### src/rtl/pc_fetch_unit_pkg.sv
// Shared encodings and constants for the PC fetch unit: FSM state codes,
// default reset PC and the instruction word width.
package pc_fetch_unit_pkg;

    localparam int unsigned INSTR_W = 32;
    localparam logic [31:0] DEFAULT_RESET_PC = 32'h0000_0000;

    typedef enum logic [1:0] {
        FETCH_S_BOOT = 2'b00,
        FETCH_S_REQ  = 2'b01,
        FETCH_S_HOLD = 2'b10,
        FETCH_S_ERR  = 2'b11
    } fetch_state_t;

endpackage

### src/rtl/pc_fetch_unit_if.sv
// Memory-side and decode-side handshake bundle of the PC fetch unit.
// The master modport is the fetch unit; the slave modport is its environment.
interface pc_fetch_unit_if;
    import pc_fetch_unit_pkg::*;

    logic               imem_req;
    logic [31:0]        imem_addr;
    logic               imem_ack;
    logic [INSTR_W-1:0] imem_rdata;

    logic [INSTR_W-1:0] instr_out;
    logic               instr_valid;
    logic               instr_ready;

    logic [31:0]        npc_in;
    logic [31:0]        pc_out;
    logic [31:0]        pcplus4_out;
    logic               addr_err;
    logic [31:0]        bad_addr;

    modport master (
        output imem_req, imem_addr, instr_out, instr_valid,
               pc_out, pcplus4_out, addr_err, bad_addr,
        input  imem_ack, imem_rdata, instr_ready, npc_in
    );

    modport slave (
        input  imem_req, imem_addr, instr_out, instr_valid,
               pc_out, pcplus4_out, addr_err, bad_addr,
        output imem_ack, imem_rdata, instr_ready, npc_in
    );

endinterface

### src/rtl/pc_fetch_unit_fetch_perf_cnt.sv
// Fetch and stall event counters for the PC fetch unit (used only when
// FETCH_PERF_EN is defined). Counters wrap and stop counting once in S_ERR.
module fetch_perf_cnt
    import pc_fetch_unit_pkg::*;
(
    input  logic         clk,
    input  logic         rst,
    input  fetch_state_t state,
    input  logic         imem_ack,
    input  logic         instr_ready,
    output logic [31:0]  fetch_cnt,
    output logic [31:0]  stall_cnt
);

    always_ff @(posedge clk or posedge rst) begin
        if (rst) begin
            fetch_cnt <= '0;
            stall_cnt <= '0;
        end else begin
            case (state)
                FETCH_S_REQ: begin
                    if (imem_ack) fetch_cnt <= fetch_cnt + 32'd1;
                    else          stall_cnt <= stall_cnt + 32'd1;
                end
                FETCH_S_HOLD: begin
                    if (!instr_ready) stall_cnt <= stall_cnt + 32'd1;
                end
                default: ;
            endcase
        end
    end

endmodule

### src/rtl/pc_fetch_unit.sv
// PC register and instruction fetch FSM between instruction memory and decode.
// Optional perf counters are built when FETCH_PERF_EN is defined.
//
// state        | meaning
// FETCH_S_BOOT | one idle cycle after reset, no request
// FETCH_S_REQ  | request outstanding at pc_out, waiting for imem_ack
// FETCH_S_HOLD | instruction held for decode, waiting for instr_ready
// FETCH_S_ERR  | misaligned next PC seen; terminal until reset
module pc_fetch_unit
    import pc_fetch_unit_pkg::*;
#(
    parameter logic [31:0] RESET_PC = DEFAULT_RESET_PC
) (
    input  logic                 clk,
    input  logic                 rst,
    pc_fetch_unit_if.master      bus
`ifdef FETCH_PERF_EN
    ,
    output logic [31:0]          perf_fetch_cnt,
    output logic [31:0]          perf_stall_cnt
`endif
);

    fetch_state_t       state;
    logic [31:0]        pc_q;
    logic [INSTR_W-1:0] instr_q;
    logic               valid_q;
    logic               req_q;
    logic               err_q;
    logic [31:0]        bad_q;

    // Every output comes straight from a register; nothing is decoded from inputs.
    always_ff @(posedge clk or posedge rst) begin
        if (rst) begin
            state   <= FETCH_S_BOOT;
            pc_q    <= RESET_PC;
            instr_q <= '0;
            valid_q <= 1'b0;
            req_q   <= 1'b0;
            err_q   <= 1'b0;
            bad_q   <= '0;
        end else begin
            case (state)
                FETCH_S_BOOT: begin
                    state <= FETCH_S_REQ;
                    req_q <= 1'b1;
                end
                FETCH_S_REQ: begin
                    if (bus.imem_ack) begin
                        instr_q <= bus.imem_rdata;
                        req_q   <= 1'b0;
                        valid_q <= 1'b1;
                        state   <= FETCH_S_HOLD;
                    end
                end
                FETCH_S_HOLD: begin
                    if (bus.instr_ready) begin
                        valid_q <= 1'b0;
                        if (bus.npc_in[1:0] == 2'b00) begin
                            pc_q  <= bus.npc_in;
                            req_q <= 1'b1;
                            state <= FETCH_S_REQ;
                        end else begin
                            err_q <= 1'b1;
                            bad_q <= bus.npc_in;
                            state <= FETCH_S_ERR;
                        end
                    end
                end
                FETCH_S_ERR: begin
                    req_q   <= 1'b0;
                    valid_q <= 1'b0;
                end
                default: begin
                    state   <= FETCH_S_BOOT;
                    req_q   <= 1'b0;
                    valid_q <= 1'b0;
                end
            endcase
        end
    end

    assign bus.imem_req    = req_q;
    assign bus.imem_addr   = pc_q;
    assign bus.instr_out   = instr_q;
    assign bus.instr_valid = valid_q;
    assign bus.pc_out      = pc_q;
    assign bus.pcplus4_out = pc_q + 32'd4;
    assign bus.addr_err    = err_q;
    assign bus.bad_addr    = bad_q;

`ifdef FETCH_PERF_EN
    fetch_perf_cnt u_perf (
        .clk         (clk),
        .rst         (rst),
        .state       (state),
        .imem_ack    (bus.imem_ack),
        .instr_ready (bus.instr_ready),
        .fetch_cnt   (perf_fetch_cnt),
        .stall_cnt   (perf_stall_cnt)
    );
`endif

endmodule

### src/flat_wrapper.sv
// flat-port wrapper written by rule: the top's interface ports become plain ports
module pc_fetch_unit_flat import pc_fetch_unit_pkg::*;
#(
    parameter logic [31:0] RESET_PC = DEFAULT_RESET_PC
)
  (clk, rst, bus_imem_req, bus_imem_addr, bus_instr_out, bus_instr_valid, bus_pc_out, bus_pcplus4_out, bus_addr_err, bus_bad_addr, bus_imem_ack, bus_imem_rdata, bus_instr_ready, bus_npc_in);
  pc_fetch_unit_if bus_i ();
  input  logic clk;
  input  logic rst;
  output wire logic [$bits(bus_i.imem_req)-1:0] bus_imem_req;
  output wire logic [$bits(bus_i.imem_addr)-1:0] bus_imem_addr;
  output wire logic [$bits(bus_i.instr_out)-1:0] bus_instr_out;
  output wire logic [$bits(bus_i.instr_valid)-1:0] bus_instr_valid;
  output wire logic [$bits(bus_i.pc_out)-1:0] bus_pc_out;
  output wire logic [$bits(bus_i.pcplus4_out)-1:0] bus_pcplus4_out;
  output wire logic [$bits(bus_i.addr_err)-1:0] bus_addr_err;
  output wire logic [$bits(bus_i.bad_addr)-1:0] bus_bad_addr;
  input wire logic [$bits(bus_i.imem_ack)-1:0] bus_imem_ack;
  input wire logic [$bits(bus_i.imem_rdata)-1:0] bus_imem_rdata;
  input wire logic [$bits(bus_i.instr_ready)-1:0] bus_instr_ready;
  input wire logic [$bits(bus_i.npc_in)-1:0] bus_npc_in;
  assign bus_imem_req = bus_i.imem_req;
  assign bus_imem_addr = bus_i.imem_addr;
  assign bus_instr_out = bus_i.instr_out;
  assign bus_instr_valid = bus_i.instr_valid;
  assign bus_pc_out = bus_i.pc_out;
  assign bus_pcplus4_out = bus_i.pcplus4_out;
  assign bus_addr_err = bus_i.addr_err;
  assign bus_bad_addr = bus_i.bad_addr;
  assign bus_i.imem_ack = bus_imem_ack;
  assign bus_i.imem_rdata = bus_imem_rdata;
  assign bus_i.instr_ready = bus_instr_ready;
  assign bus_i.npc_in = bus_npc_in;
  pc_fetch_unit #(.RESET_PC(RESET_PC)) u_core (.clk(clk), .rst(rst), .bus(bus_i));
endmodule
### config.mk
export PLATFORM = sky130hd
export DESIGN_NAME = pc_fetch_unit_flat
export DESIGN_NICKNAME = d
export VERILOG_FILES = /design/src/rtl/pc_fetch_unit_pkg.sv /design/src/rtl/pc_fetch_unit_if.sv /design/src/rtl/pc_fetch_unit_fetch_perf_cnt.sv /design/src/rtl/pc_fetch_unit.sv /design/src/flat_wrapper.sv
export SDC_FILE = /design/constraint.sdc
export NUM_CORES = 1
export LEC_CHECK = 0
export BUFFER_PORTS_ARGS = -buffer_cell sky130_fd_sc_hd__buf_2
export CORE_MARGIN = 4
export CORE_UTILIZATION = 50
export CTS_CLUSTER_SIZE = 30
export DETAILED_ROUTE_END_ITERATION = 12
export PLACE_DENSITY = 0.85
export SETUP_SLACK_MARGIN = 0.1
export SYNTH_ARGS = -nofsm -noshare
export SYNTH_HDL_FRONTEND = slang
export SYNTH_HIERARCHICAL = 1
export SYNTH_SLANG_ARGS = --single-unit
### constraint.sdc
create_clock -name clk -period 6.3 [get_ports clk]
set_input_delay 0 -clock clk [delete_from_list [all_inputs] [get_ports clk]]
set_output_delay 0 -clock clk [all_outputs]
set_load 0.01 [all_outputs]
After elaboration in Yosys (flattened, before gate mapping)
Index checks and enable logic that the tools add are counted.

ROM bits: 0. RAM bits: 0. Memories: 0. Bits in latches: 0. Bits in registers: 101. Output and inout port bits: 163. Logic and storage cells: 36. Bits of input ports: 68.

Bitwise operators: 1. Multiply operators: 0. Shift operators: 0. Mux-type cells: 11. Add/subtract/negate cells: 1. Eq/ne operators: 6. Divide/modulo/power cells: 0. $lt $le $gt $ge: 0. Reductions and logical operators: 10.

Operators by type and width (count): adder 32 x 3 -> 32 bit (second input constant) (1); AND reduction 3 bit (5); two-way mux 2 bit (3); one-hot mux 2 bit (3 select lines) (1); nonzero test 3 bit (2); two-way mux 1 bit (5); == test 2 bit (second input constant) (2); zero test 2 bit (2); != test 2 bit (second input constant) (2); one-hot mux 1 bit (4 select lines) (1); one-hot mux 1 bit (3 select lines) (1); == test 2 x 1 -> 1 bit (second input constant) (1); != test 2 x 1 -> 1 bit (second input constant) (1); AND reduction 2 bit (1); NOT 1 bit (1).

Depth between registers and ports, before layout
Gate-level depths: netlist of run 1.

Depth after elaboration: 4. Depth in mapped cells: 8.

Worst setup path after synthesis of run 1
OpenSTA, ideal clock, no wires.

Path type: register to register. Start point: register u_core.state[0]. End point: register u_core.pc_q[23], in the netlist u_core/bus.imem_addr[23]. Period minus slack after synthesis: 1.829 ns. Slack: 4.471 ns. Path buffers: 2. Arrival: 1.704 ns. Cell stages (with the launch flop): 8. Cell sequence: dfrtp_1 inv_1 ha_1 clkbuf_1 nand2_1 nor2_2 buf_2 mux2_2.

Longest elaborated chain between the ends: 2.

Ends and longest elaborated chain: start, declared (RTL line pc_fetch_unit.sv:24) `fetch_state_t state;`; start signal, assigned (RTL line pc_fetch_unit.sv:35) `state <= FETCH_S_BOOT;`; start signal, assigned (RTL line pc_fetch_unit.sv:45) `state <= FETCH_S_REQ;`; start signal, assigned (RTL line pc_fetch_unit.sv:53) `state <= FETCH_S_HOLD;`; == test 2 bit (RTL line pc_fetch_unit.sv:43) `case (state)`; AND reduction 3 bit (no line); end signal, assigned (RTL line pc_fetch_unit.sv:60) `pc_q <= bus.npc_in;`; end, declared (RTL line pc_fetch_unit.sv:25) `logic [31:0] pc_q;`.

Every way passes these cells. A chain may end at the register's enable or synchronous reset.

Worst setup path after layout of run 1
Start point: register u_core.pc_q[2], in the netlist u_core/bus.imem_addr[2]. End point: output bus_pcplus4_out[18].

Longest elaborated chain between the ends: 1.

Ends and longest elaborated chain: adder 32 x 3 -> 32 bit (RTL line pc_fetch_unit.sv:88) `assign bus.pcplus4_out = pc_q + 32'd4;`; end, declared (RTL line flat_wrapper.sv:15) `output wire logic [$bits(bus_i.pcplus4_out)-1:0] bus_pcplus4_out;`.

Every way passes these cells.

==> out/results.ini, run 1 <==
[run_status]
outcome=finished, final reports clean

[yosys]
synth.most_common_cell=dfrtp_1
ys_warn_count=6
synth_area_leaders=dfrtp_1 (54%), mux2_2 (22%), buf_4 (5.8%)
synth_seq_cells=101
avgSynthCellArea_um2=13.2
ys_async_sr_fraction_pct=100
ys_seq_area_share_pct=54.0
synth_top_cell_by_area=dfrtp_1
synth.top_cell.area_share_pct=54.0
synth_cell_types=30
ys.flop_type=dfrtp_1
syn_area_mm2=0.00468
syn_inst=355
synth_common_cells=dfrtp_1 (101), mux2_2 (91), buf_4 (36)
synth-edff-count=0
synth_nets=429

[timing]
fin_worst_skew_ns=0.00862
fmax_ghz=0.419
min_period_over_period_pct=37.9
rsz0062_at_grt=no
worst_slew_pin_slew_ns=1.32
setup_violations=0
slew_headroom_pct=11.5
hold_viol_final=0
maxSlewViolCount=0
setup_tns_ns=0
finalCriticalPeriod_ns=2.39

[placement]
routabilityCongestion=0.839
dp_hpwl_um=8890
dp_cells=651
io_buffers=230

[clocking]
cts.clk_slew.worst_paths_ns=0.10
cts.htree.levels=3
cts_setup_buffers=0
clock_latency_ns=0.35
numCtsBuffers=9
cts_sinks=101
cts_tree=done
cts_buffer_depth=2
clockRootBuffer=clkbuf_8

[setup_path]
cp_top_family=simple AND/OR/NAND/NOR gates
critPathLaunchType=register
crit_path_max_incr_delay_ns=0.52
critPathRequiredTime_ns=6.30
path_class=reg2out
rr_worst_depth=4
worst_r2r_startpoint=u_core/state[1]
r2r-end=u_core/bus.instr_out[2]
crit_arrival_ns=2.39
critPathMaxFanout=8
worstPathCellList=ha_1, nand3_1, nor4_4, nand4_1, xnor2_1, buf_2
reg2reg_slack_ns=3.95
cp_num_buf_inv=1
cp_slowest_cell=nor4_4
cp-end-kind=output pin

[final_layout]
insertedDiodeCount=0
drive_gt1_share_pct=55.6
nNetsFinal=691
multiInputGateArea_mm2=0.00182
stdcell_count=732
syn2layout_area_growth_pct=39.4
seq_area_mm2=0.00253
fill_cells=589

[floorplan]
dieArea_mm2=0.0110
core_mm2=0.00915
die_h_um=105
io_pins=231
initial_core_util_pct=51.1
std_cell_rows=35
fp.dieW_um=105

[drt]
vias_per_cell=5.14
dr.pass1.iters=4
drt_iter0_drc=178
ant_nets=0
wl_per_cell_um=18.4
drcViolationCount=0
num_vias=3765
wirelength_um=13500

[global_routing]
grt_usage_pct=25.4
grt_pass1_vias=4244
grt_max_degree=68
antenna_found_initial=0
gr-total-overflow=0
grt_first_pass_wirelength_um=22300

[flow_run]
maxCapViolations=0

[power]
power-per-cell-area_mw_per_mm2=459
vdd_drop_max_v=0.000282
p_leak_uw=0.00336

[worst_hold_path]
min_path_type=in2async

-- metrics by stage --
step	hold slack (ns)	total power [µW]	setup WS, ns	utilization, %	cell area (µm²)
final	0.202	2990	3.91	71.3	6520
after global routing	0.230	3180	3.60	71.3	6520
after CTS	0.166	2980	3.89	71.3	6520
after detailed placement	0.0308	2540	4.03	62.0	5670
after global placement	0.0211	2480	4.17	62.0	5670
after floorplan	0.117	2020	3.65	-	4680
-- registers in the layout, indices dropped and copies added, names as in the netlist --
register                count
u_core/state                2
u_core/bus.bad_addr        32
u_core/bus.addr_err         1
u_core/bus.instr_out       32
u_core/bus.imem_req         1
u_core/bus.instr_valid      1
u_core/bus.imem_addr       32
-- final cells by class --
type | count | area share, %
Clock buffer | 10 | 1.96
Tap cell | 111 | 2.13
Clock inverter | 5 | 0.921
Inverter | 8 | 0.499
Multi-Input combinational cell | 200 | 27.9
Sequential cell | 101 | 38.7
Timing Repair Buffer | 297 | 27.9
-- worst min-delay path, cell delays in order --
cell and delay [ns]:
dlygate4sd3_1 0.54, buf_2 0.14, inv_4 0.31
-- where the power goes --
group	total, µW	internal [µW]	switching [µW]
combinational	1350	680	673
clock	402	184	218
sequential	1240	950	287
-- layer usage --
layer | vias to the layer above | wire length [µm] | global-route usage (%)
li1 | 1718 | - | -
met1 | 1833 | 5120 | 28.8
met2 | 196 | 6940 | 45.7
met3 | 18 | 1230 | 8.59
met4 | 0 | 180 | 6.56
met5 | - | 0 | 0
-- worst max path at each step --
| stage | startpoint | to | slack [ns] | depth (start not counted) |
|---|---|---|---|---|
| after global placement | u_core/state[0] | u_core/bus.imem_addr[8] | 4.17 | 5 |
| after CTS | u_core/bus.imem_addr[2] | bus_pcplus4_out[30] | 3.89 | 6 |
| after detailed placement | u_core/state[0] | u_core/bus.imem_addr[5] | 4.03 | 5 |
| final | u_core/bus.imem_addr[2] | bus_pcplus4_out[18] | 3.91 | 6 |
| after floorplan | rst | u_core/bus.addr_err | 3.65 | 1 |
| after global routing | u_core/bus.imem_addr[3] | bus_pcplus4_out[24] | 3.60 | 6 |
-- logic make-up after synthesis --
kind of cell | count (synthesis) | share of synthesized area, %
buf+inv | 54 | 7.35
compound gates | 7 | 0.909
fa+ha+maj | 6 | 1.60
flops | 101 | 54.0
simple gates | 66 | 8.53
xor+xnor | 28 | 5.24
mux | 93 | 22.3
-- cell usage in the layout (no fill, tap or decap), types with 3 or more instances in the layout --
cell / instances
buf_2: 230
dfrtp_1: 101
mux2_2: 91
dlygate4sd3_1: 66
xnor2_1: 22
nand2_1: 17
nand3_1: 14
clkbuf_8: 9
nand4_1: 8
inv_1: 7
nor2_1: 7
xor2_1: 6
ha_1: 6
and3_1: 4
nor3_1: 3
o21ai_0: 3
-- what timing repair did --
item | in CTS | in global routing
gates resized for setup | 0 | 0
hold buffers | 66 | 0
endpoints found under the hold margin | 128 | 0
Note: power is estimated with default switching activity, not from simulation.
==> inputs of run 2 (changes only) <==
Settings changed: ABC_AREA set to 1, CORE_UTILIZATION 50 to 42, PLACE_DENSITY 0.85 to 0.75.
Clock period 6.3 ns to 2.01 ns, I/O delays scaled along.
==> run 2 against run 1 <==
Against the previous run: final cell count rose by 31%; largest cell class unchanged; via count grew 21%; synthesized area rose by 5.3%; non-clock buffer count grew 4; worst hold slack lost 0.17 ns.
==> out/results.ini, run 2 <==
[power]
sw_frac_of_total_pct=41.0
vdd_drop_max_v=0.00109
pwr-share-comb_pct=43.7
netSwitchingPower_uw=4410
power-per-cell-area_mw_per_mm2=1530
seq_power_share_pct=39.0
p_int_uw=6340
pwr-share-clk_pct=17.3
p_leak_uw=0.00374

[yosys]
synth-compound-area-share_pct=6.78
syn_area_mm2=0.00493
synth-edff-count=0
synth_seq_cells=101
ys_async_sr_fraction_pct=100
avgSynthCellArea_um2=8.99
ys_warn_count=6
synth_area_leaders=dfrtp_1 (51%), nand2_1 (12%), mux2_2 (7.3%)
synth_nets=622
synth-simple-area-share_pct=19.6
synth_top_family_by_area=simple AND/OR/NAND/NOR gates
ys.flop_type=dfrtp_1
muxShareOfSynthArea_pct=7.31
syn_inst=548
synth_xor_area_share_pct=2.67
synth_common_cells=nand2_1 (151), dfrtp_1 (101), o21ai_0 (64)
ys_seq_area_share_pct=51.3
synth.top_cell.area_share_pct=51.3
synth_top_cell_by_area=dfrtp_1
synth_cell_types=26
synth.most_common_cell=nand2_1
synth_fa_ha_area_share_pct=1.52

[placement]
io_buffers=230
routabilityCongestion=0.818
dp_hpwl_um=10300
dp_cells=877

[global_routing]
gr-total-overflow=0
grt_usage_pct=22.3
grt_first_pass_wirelength_um=23300
antenna_found_initial=0
grt_pass1_vias=4502
grt_max_degree=63

[flow_run]
maxCapViolations=0

[timing]
slew_headroom_pct=65.3
rsz0062_at_grt=yes
maxSlewViolCount=0
fin_worst_skew_ns=0.00860
setup_tns_ns=0
finalCriticalPeriod_ns=1.82
fmax_ghz=0.550
setup_violations=0
worst_slew_pin_slew_ns=0.521
hold_viol_final=0
min_period_over_period_pct=90.5

[worst_hold_path]
min_path_type=in2reg

[floorplan]
core_mm2=0.0115
initial_core_util_pct=43.0
fp.dieW_um=116
die_h_um=116
io_pins=231
std_cell_rows=39
dieArea_mm2=0.0135

[drt]
wl_met3_um=1450
drcViolationCount=0
wl_per_cell_um=15.8
vias_per_cell=4.77
drt_iter0_drc=288
wirelength_um=15100
dr.pass1.iters=4
top_layer_used=met4
ant_nets=0
num_vias=4572
wl_met2_um=7260
wl_met1_um=6070

[final_layout]
final_cell_mix=buf_2 (230), nand2_1 (151), dfrtp_1 (87)
syn2layout_area_growth_pct=42.9
insertedDiodeCount=0
stdcell_count=959
nNetsFinal=885
drive_gt1_share_pct=39.5
fill_cells=957
mostFrequentLayoutCell=buf_2

[setup_path]
crit_arrival_ns=1.82
critPathLaunchType=register
path_class=reg2out
critPathRequiredTime_ns=2.01
cp-end-kind=output pin
reg2reg_slack_ns=0.32
critPathMaxFanout=5

[clocking]
cts.clk_slew.worst_paths_ns=0.07
cts_tree=done
clockRootBuffer=clkbuf_16
cts.htree.levels=3
cts_sinks=101
clock_latency_ns=0.35
numCtsBuffers=9
cts_buffer_depth=2

[run_status]
outcome=finished, final reports clean

run 2: cell count changes after synthesis, moves of 7 or more:
| cell | delta |
|---|---|
| nand2_1 | +134 |
| mux2_2 | -59 |
| nor2_1 | +28 |
| xnor2_1 | -18 |
| o21ai_0 | +61 |
| inv_1 | +47 |
| nand3b_1 | +8 |
| nand3_1 | -8 |
| nand4_1 | -7 |
run 2: final cells by class:
class	count	area (µm²)	area share, %
clock buffers	10	229	3.25
clock inverters	6	86.3	1.23
inverters	56	216	3.07
multi-input cells	342	1910	27.2
flip-flops and latches	101	2540	36.1
well taps	143	179	2.54
repair buffers	301	1870	26.6
run 2: cells by family (layout without fill, tap and decap cells):
kind of cell	after synthesis	after routing
AND/OR/NAND/NOR	223	223
buffers and inverters	105	373
flip-flops	101	101
AO/OA/AOI/OAI	66	66
multiplexers	32	32
XOR/XNOR	15	15
adder cells (fa/ha/maj)	6	6
run 2: path summary, 6_finish.rpt:
kind                                            endpoint                     from  cells past startpoint
worst min-delay path                 u_core/bus.imem_req             bus_imem_ack                      5
worst max-delay path                 bus_pcplus4_out[18]  u_core/bus.imem_addr[3]                      7
max in group asynchronous        u_core/bus.imem_addr[6]                      rst                      4
worst min register to register   u_core/bus.bad_addr[21]  u_core/bus.bad_addr[21]                      2
min in group asynchronous       u_core/bus.instr_out[10]                      rst                      3
worst max register to register   u_core/bus.bad_addr[15]          u_core/state[0]                      7
run 2: per-stage QoR:
stage / setup WS [ns] / cell area, µm² / hold WS [ns] / total power, µW / utilization, %
floorplan: 0.553 / 4930 / 0.117 / 6750 / -
global placement: 0.210 / 6000 / -0.0173 / 8580 / 52.3
detailed placement: 0.0727 / 6000 / -0.0135 / 8690 / 52.3
CTS: 0.110 / 6980 / 0.0239 / 10700 / 60.9
global route: 0.101 / 7040 / 0.0786 / 11500 / 61.4
finish: 0.192 / 7040 / 0.0359 / 10700 / 61.4
run 2: power by group through the flow:
stage | registers (µW) | clock network, µW | logic [µW]
floorplan | 4360 | 0 | 2380
global placement | 4130 | 0 | 4440
detailed placement | 4150 | 0 | 4540
CTS | 4140 | 1890 | 4680
global route | 4340 | 1980 | 5190
finish | 4190 | 1860 | 4700
run 2: worst max-delay path, cell delays in order, from the launching register on:
cell and delay, ns:
dfrtp_1 0.42, ha_2 0.23, nand2_1 0.09, nor2_4 0.13
nand2_4 0.11, nor2_4 0.17, xor2_2 0.17, buf_2 0.15
run 2: what timing repair did:
action	CTS	global route
endpoints found under the setup margin	5	16
cloned	0	0
pin swaps	0	1
hold buffers	65	0
buffers inserted	1	0
hold endpoints to repair	168	0
resized for setup	2	23
run 2: routing by layer:
layer	vias up	track usage, %
met1	2135	26.7
met3	28	7.88
met2	204	36.6
met5	-	0
li1	2205	-
met4	0	9.05
